`src/rtl/rc_scheduler.sv`:
```
// rc_scheduler: round-robin shared XY route-compute pipeline for NUM_REQ head flits.
// Defining RC_SCHED_CHECK_EN adds an out-of-mesh destination check and the dest_err_o port.

package rc_scheduler_pkg;
   localparam int unsigned MESH_SIZE      = 4;
   localparam int unsigned DEST_ADDR_SIZE = 3;

   typedef enum logic [2:0] {
      CENTER = 3'd0,
      LEFT   = 3'd1,
      RIGHT  = 3'd2,
      UP     = 3'd3,
      DOWN   = 3'd4
   } port_t;
endpackage

module rc_unit
   import rc_scheduler_pkg::*;
#(
   parameter int unsigned X_CURRENT = MESH_SIZE / 2,
   parameter int unsigned Y_CURRENT = MESH_SIZE / 2
) (
   input  logic [DEST_ADDR_SIZE-1:0] x_dest_i,
   input  logic [DEST_ADDR_SIZE-1:0] y_dest_i,
   output port_t                     out_port_c
);
   localparam logic [DEST_ADDR_SIZE-1:0] X_CUR = DEST_ADDR_SIZE'(X_CURRENT);
   localparam logic [DEST_ADDR_SIZE-1:0] Y_CUR = DEST_ADDR_SIZE'(Y_CURRENT);

   // Dimension-ordered routing: resolve X completely before Y
   always_comb begin
      out_port_c = CENTER;
      if (x_dest_i < X_CUR) begin
         out_port_c = LEFT;
      end else if (x_dest_i > X_CUR) begin
         out_port_c = RIGHT;
      end else if (y_dest_i < Y_CUR) begin
         out_port_c = UP;
      end else if (y_dest_i > Y_CUR) begin
         out_port_c = DOWN;
      end
   end
endmodule

module rc_scheduler
   import rc_scheduler_pkg::*;
#(
   parameter int unsigned NUM_REQ   = 4,
   parameter int unsigned X_CURRENT = MESH_SIZE / 2,
   parameter int unsigned Y_CURRENT = MESH_SIZE / 2
) (
   input  logic                                     clk,
   input  logic                                     rst,
   input  logic [NUM_REQ-1:0]                       req_i,
   input  logic [NUM_REQ-1:0][DEST_ADDR_SIZE-1:0]   x_dest_i,
   input  logic [NUM_REQ-1:0][DEST_ADDR_SIZE-1:0]   y_dest_i,
   output logic [NUM_REQ-1:0]                       ack_o,
   output port_t                                    out_port_o,
   output logic                                     busy_o
`ifdef RC_SCHED_CHECK_EN
   ,
   output logic                                     dest_err_o
`endif
);
   localparam int unsigned       IDX_W    = (NUM_REQ > 1) ? $clog2(NUM_REQ) : 1;
   localparam int unsigned       DW       = DEST_ADDR_SIZE;
   localparam logic [IDX_W-1:0]  LAST_IDX = IDX_W'(NUM_REQ - 1);
`ifdef RC_SCHED_CHECK_EN
   localparam logic [DW-1:0]     MESH_LIM = DW'(MESH_SIZE);
`endif

   logic [IDX_W-1:0]   ptr_q, ptr_d;
   logic [NUM_REQ-1:0] pending_q, pending_d;
   logic               s1_valid_q, s1_valid_d;
   logic [IDX_W-1:0]   s1_idx_q, s1_idx_d;
   logic [DW-1:0]      s1_x_q, s1_x_d;
   logic [DW-1:0]      s1_y_q, s1_y_d;
   logic [NUM_REQ-1:0] ack_q, ack_d;
   port_t              out_port_q, out_port_d;
`ifdef RC_SCHED_CHECK_EN
   logic               dest_err_q, dest_err_d;
`endif

   logic [NUM_REQ-1:0] eligible_c;
   logic               grant_c;
   logic [IDX_W-1:0]   grant_idx_c;
   port_t              rc_port_c;

   rc_unit #(
      .X_CURRENT (X_CURRENT),
      .Y_CURRENT (Y_CURRENT)
   ) u_rc_unit (
      .x_dest_i   (s1_x_q),
      .y_dest_i   (s1_y_q),
      .out_port_c (rc_port_c)
   );

   // First eligible requester at or after ptr, wrapping; pending ones already hold a slot
   always_comb begin : grant_search
      int unsigned cand;
      eligible_c  = req_i & ~pending_q;
      grant_c     = 1'b0;
      grant_idx_c = '0;
      cand        = 0;
      for (int unsigned k = 0; k < NUM_REQ; k++) begin
         cand = 32'(ptr_q) + k;
         if (cand >= NUM_REQ) begin
            cand = cand - NUM_REQ;
         end
         if (!grant_c && eligible_c[IDX_W'(cand)]) begin
            grant_c     = 1'b1;
            grant_idx_c = IDX_W'(cand);
         end
      end
   end

   // Stage 1 capture; an ack in flight and a new grant always target different requesters
   always_comb begin
      ptr_d      = ptr_q;
      pending_d  = pending_q & ~ack_q;
      s1_valid_d = grant_c;
      s1_idx_d   = s1_idx_q;
      s1_x_d     = s1_x_q;
      s1_y_d     = s1_y_q;
      if (grant_c) begin
         ptr_d                  = (grant_idx_c == LAST_IDX) ? '0 : grant_idx_c + IDX_W'(1);
         pending_d[grant_idx_c] = 1'b1;
         s1_idx_d               = grant_idx_c;
         s1_x_d                 = x_dest_i[grant_idx_c];
         s1_y_d                 = y_dest_i[grant_idx_c];
      end
   end

   // Stage 2 result; out_port holds its last value when nothing completes
   always_comb begin
      ack_d      = '0;
      out_port_d = out_port_q;
`ifdef RC_SCHED_CHECK_EN
      dest_err_d = 1'b0;
`endif
      if (s1_valid_q) begin
         ack_d[s1_idx_q] = 1'b1;
         out_port_d      = rc_port_c;
`ifdef RC_SCHED_CHECK_EN
         if ((s1_x_q >= MESH_LIM) || (s1_y_q >= MESH_LIM)) begin
            out_port_d = CENTER;
            dest_err_d = 1'b1;
         end
`endif
      end
   end

   always_ff @(posedge clk or negedge rst) begin
      if (!rst) begin
         ptr_q      <= '0;
         pending_q  <= '0;
         s1_valid_q <= 1'b0;
         s1_idx_q   <= '0;
         s1_x_q     <= '0;
         s1_y_q     <= '0;
         ack_q      <= '0;
         out_port_q <= CENTER;
`ifdef RC_SCHED_CHECK_EN
         dest_err_q <= 1'b0;
`endif
      end else begin
         ptr_q      <= ptr_d;
         pending_q  <= pending_d;
         s1_valid_q <= s1_valid_d;
         s1_idx_q   <= s1_idx_d;
         s1_x_q     <= s1_x_d;
         s1_y_q     <= s1_y_d;
         ack_q      <= ack_d;
         out_port_q <= out_port_d;
`ifdef RC_SCHED_CHECK_EN
         dest_err_q <= dest_err_d;
`endif
      end
   end

   assign ack_o      = ack_q;
   assign out_port_o = out_port_q;
   assign busy_o     = s1_valid_q;
`ifdef RC_SCHED_CHECK_EN
   assign dest_err_o = dest_err_q;
`endif

endmodule
```
`config.mk`:
```
export PLATFORM = sky130hd
export DESIGN_NAME = rc_scheduler
export DESIGN_NICKNAME = d
export VERILOG_FILES = /design/src/rtl/rc_scheduler.sv
export SDC_FILE = /design/constraint.sdc
export NUM_CORES = 1
export LEC_CHECK = 0
export ABC_AREA = 1
export CAP_MARGIN = 30
export CORE_ASPECT_RATIO = 1.25
export CORE_MARGIN = 8
export CORE_UTILIZATION = 40
export CTS_BUF_LIST = sky130_fd_sc_hd__clkbuf_16
export CTS_CLUSTER_SIZE = 14
export DETAILED_ROUTE_END_ITERATION = 8
export GPL_ROUTABILITY_DRIVEN = 0
export MAX_ROUTING_LAYER = met4
export PLACE_DENSITY = 0.76
export SLEW_MARGIN = 20
export SYNTH_ARGS = -nofsm -noshare
export SYNTH_HDL_FRONTEND = slang
export SYNTH_SLANG_ARGS = --single-unit
```
`constraint.sdc`:
```
create_clock -name clk -period 3.8 [get_ports clk]
set_clock_uncertainty 0.2 [all_clocks]
set_input_delay 0.38 -clock clk [delete_from_list [all_inputs] [get_ports clk]]
set_output_delay 0.38 -clock clk [all_outputs]
set_load 0.01 [all_outputs]
```
[Yosys cells after proc, flatten, opt, wreduce, memory -nomap -nowiden]
Cells that the tools add are included.
Cells by class
  add/subtract/negate cells: 8
  magnitude comparators: 16
  equal/unequal tests: 1
  mux-type cells: 35
  bitwise gates (word level): 5
  reductions and logical operators: 8
Operators with widths (count)
  $lt 2x3->1 const B: 6
  $mux 2: 9
  $mux 3: 6
  $bmux 3 s2: 2
  $mux 1: 10
  $ge 3x3->1 const B: 3
  $and 4x4->4: 2
  $bmux 1 s2: 4
  $mux 4: 2
  $not 4->4: 2
  $sub 2x1->2 const B: 4
  $add 2x2->3 const B: 2
  $gt 3x2->1 const B: 2
  $lt 3x2->1 const B: 2
  $logic_and 1x1->1: 5
  $demux 1 s2: 2
  $ge 2x1->1 const B: 2
  $or 4x4->4: 1
  $add 2x1->3 const B: 1
  $ge 2x3->1 const B: 1
  $logic_not 1->1: 3
  $add 2x1->2 const B: 1
  $eq 2x2->1 const B: 1
Word-level totals
  bits in registers: 22
  input bits: 30
  output and inout port bits: 8
  logic and storage cells: 81

[Depth between registers and ports, before layout]
  depth after elaboration: 20
  mapped depth: 15
  gate-level depth less buffers: 14

[By module]
Synthesis repeated with hierarchy kept, for this count alone.
Second synthesis, totals
  cell total of the unflattened synthesis: 208
  area, all modules: 1496.4 µm²
By module, submodules not included
  rc_scheduler: times used 1, cells each 192, area each 1431.4 µm²
  rc_unit: times used 1, cells each 16, area each 65.1 µm²

[Worst setup path before layout]
Ideal clock, no wire load.
  path type: register to register
  start: reg ptr_q[0]
  end: reg ptr_q[1]
  library setup time: 0.133 ns
  arrival time: 1.677 ns
  slack: 1.790 ns
  stages on the path, launching flop included: 14
  clock period less this slack: 2.010 ns
  path through: dfrtp_1 -> buf_6 -> clkinv_4 -> nand2_1 -> nand2_2 -> nand3_2 -> nand2_4 -> nand4_1 -> nand3_1 -> nand2_2 -> inv_2 -> ha_1 -> nand2_1 -> o21ai_0
On the way
  word-level cells in the longest chain between the ends: 16
  elaborated cells on any way between the ends: 40
RTL lines
  start: declaration: line 72  | logic [IDX_W-1:0] ptr_q, ptr_d;
  start signal: assignment: line 167  | ptr_q <= ptr_d;
  branches (longest 13 deep; another with $add 2x1->3)
  $mux 2 (*): line 110  | if (!grant_c && eligible_c[IDX_W'(cand)]) begin
  net grant_idx_c[1]: line 86  | logic [IDX_W-1:0] grant_idx_c;
  $add 2x1->2 / $eq 2x2->1 (equally long branches): line 126  | ptr_d = (grant_idx_c == LAST_IDX) ? '0 : grant_idx_c + IDX_W'(1);
  $mux 2 (*): line 126
Mark *: on every way through the listed nets, which the timed path passes. The select of a mux whose other input is x is not followed.
A chain may end at the register's enable or synchronous reset.

[Worst setup path in the final report]
Same ends and word-level chain as after synthesis.

==> flow_metrics.tcl <==
set metrics [dict create \
    cts_tree "built" \
    clock-sinks 22 \
    timing.final.crit_period_ns 2.59 \
    required_ns 3.72 \
    wl_per_cell_microns 12.7 \
    clk_pin_slew_ns 0.06 \
    hp-start "ack_o[1]" \
    max_slew.worst_pin.slew_ns 0.530 \
    core_sq_mm 0.00348 \
    fin_tns_setup_ns 0 \
    syn2layout_area_growth_pct 33.2 \
    rsz0062_at_grt "false" \
    dp_hpwl_mm 2.75 \
    grt_pass1_wl_mm 6.23 \
    htreeDepth 1 \
    ys_seq_area_share_pct 38.2 \
    wl_met3_microns 131 \
    synth_area_sq_mm 0.00144 \
    clk_latency_ns 0.25 \
    grt_usage_pct 12.8 \
    ys_ff_latch 22 \
    synth_largest_area_cell "dfrtp_1" \
    yosys_warnings 0 \
    cts_buffer_depth 2 \
    synth_cells 189 \
    synth_common_cells "nand2_1 (60), dfrtp_1 (22), nand3_1 (21), inv_1 (17), o21ai_0 (10)" \
    instances_no_fill 267 \
    fmax_mhz 387 \
    synth_edf_count 0 \
    status "finished, final reports clean" \
    critPathArrivalTime_ns 2.51 \
    ant_nets 0 \
    die_h_microns 83.1 \
    cts_made_buffers 3 \
    met2_length_mm 1.77 \
    synth_cell_types 24 \
    relSlewSlack_pct 64.5 \
    ctsHoldBuffers 0 \
    grt_max_degree 23 \
    hold_depth 1 \
    dieArea_sq_mm 0.00579 \
    syn_area_per_cell_sq_um 7.63 \
    row_count 24 \
    wl_mm 3.40 \
    async_flop_share_pct 100 \
    ios 38 \
    max_cap_violations 0 \
    drtIter0Drc 72 \
    cts_resized 0 \
    maxSlewViolCount 0 \
    cellLeakagePower_nw 0.962 \
    r2r_cells 10 \
    setup_viol 0 \
    startpoint_type "flip-flop" \
    antenna_found_initial 0 \
    power_density_mw_per_mm2 1050 \
    io_buffers 37 \
    grt_overflow 0 \
    avgViaCountPerCell 4.95 \
    wirelength_met1_mm 1.46 \
    total_power_mw 2.01 \
    diodes 0 \
    grt_pass1_vias 1414 \
    ff2ff_setup_slack_ns 1.21 \
    dp.cells 262 \
    fp.dieW_microns 69.7 \
    r2r-end "ptr_q[1]" \
    cts_setup_buffers 0 \
    ir_drop_mv 0.577 \
    drc 0 \
    setup_ws_ns 1.21 \
    root_buffer "clkbuf_16" \
    ys.flop_type "dfrtp_1" \
    end_kind "flip-flop" \
    dr.max_layer_used "met4" \
    vias 1321 \
    hold_slack_ns 0.246 \
    r2r_start "ptr_q[0]" \
    crit_type "reg -> reg" \
    hp-class "reg -> reg" \
    hold_viol 0 \
    syn_nets 223 \
    netlist.area_leader.share_pct 38.2 \
    period_share_pct 68.1 \
    hold_path_end "pending_q[1]" \
    drive_gt1_share_pct 13.2 \
    place_worst_setup_slack_ns 1.13 \
    synth.most_common_cell "nand2_1" \
    crit_fanout 16 \
    final_net_count 263 \
    yosys-top-cells-area "dfrtp_1 (38%), nand2_1 (16%), nand3_1 (7.3%)" \
    dr.pass1.iters 4 \
    start_util_pct 41.4 \
]
-- metrics by stage --
step	instance area [sq um]	util, %
floorplan	1440	-
global placement	1830	52.6
detailed placement	1830	52.6
CTS	1910	54.8
global route	1920	55.1
finish	1920	55.1
-- worst max-delay path by stage --
stage                         from  endpoint
final                     ptr_q[0]  ptr_q[1]
after global routing      ptr_q[0]  ptr_q[1]
after detailed placement  req_i[1]  ptr_q[1]
after global placement    req_i[1]  ptr_q[1]
after CTS                 ptr_q[0]  ptr_q[1]
after floorplan           ptr_q[0]  ptr_q[1]
-- registers in the layout (all words and copies together), names as in the netlist --
signal	cells
out_port_o	3
ptr_q	2
s1_y_q	3
busy_o	1
ack_o	4
s1_idx_q	2
pending_q	4
s1_x_q	3
-- cell type report --
type / instances / area, sq um
Fill cell: 342 / 1560
Multi-Input combinational cell: 143 / 777
Sequential cell: 22 / 551
Timing Repair Buffer: 38 / 382
Inverter: 21 / 83.8
Clock buffer: 3 / 75.1
Tap cell: 39 / 48.8
Clock inverter: 1 / 3.75
-- report_power, final --
group	internal (mW)	switching [mW]	leakage (nW)
logic	0.482	0.865	0.660
registers	0.363	0.0846	0.264
clock network	0.140	0.0788	0.0385
total	0.985	1.03	0.962
-- critical path, stage by stage, from the launching register on --
cell,delay [ns]
dfrtp_1,0.56
clkinv_4,0.16
nand3_1,0.17
nand3_1,0.10
nand2_1,0.12
nand4_4,0.23
nand3_4,0.29
inv_2,0.14
ha_1,0.31
nand2_1,0.08
o21ai_0,0.10
-- layout by cell type (no fill, tap or decap) --
cell / count
nor3_1: 4
nor2_1: 8
ha_1: 4
nand3_2: 5
nand2_1: 60
o21ai_1: 4
nand4_1: 7
nand4_4: 1
nor2_8: 1
a21oi_1: 2
nand3_1: 21
clkdlybuf4s50_1: 37
clkbuf_16: 3
clkinv_4: 1
inv_1: 17
nand3_4: 1
nand2_4: 4
dfrtp_1: 22
a31oi_1: 1
nor2_2: 4
buf_6: 1
o21ai_0: 10
clkinv_1: 1
nand2_2: 6
inv_2: 3
-- metal layers --
layer	vias to the layer above	global-route usage (%)
li1	696	-
met1	590	14.1
met2	30	22.2
met3	5	3.45
met4	0	3.48
met5	-	-
-- kinds of logic (layout without fill, tap and decap cells) --
logic type,count (synthesis),in the layout,share of synthesized area (%)
fa+ha+maj,4,4,3.47
buf+inv,24,63,7.90
flops,22,22,38.2
compound gates,17,17,5.99
simple gates,122,122,44.4
(Power assumes the default switching activity.)
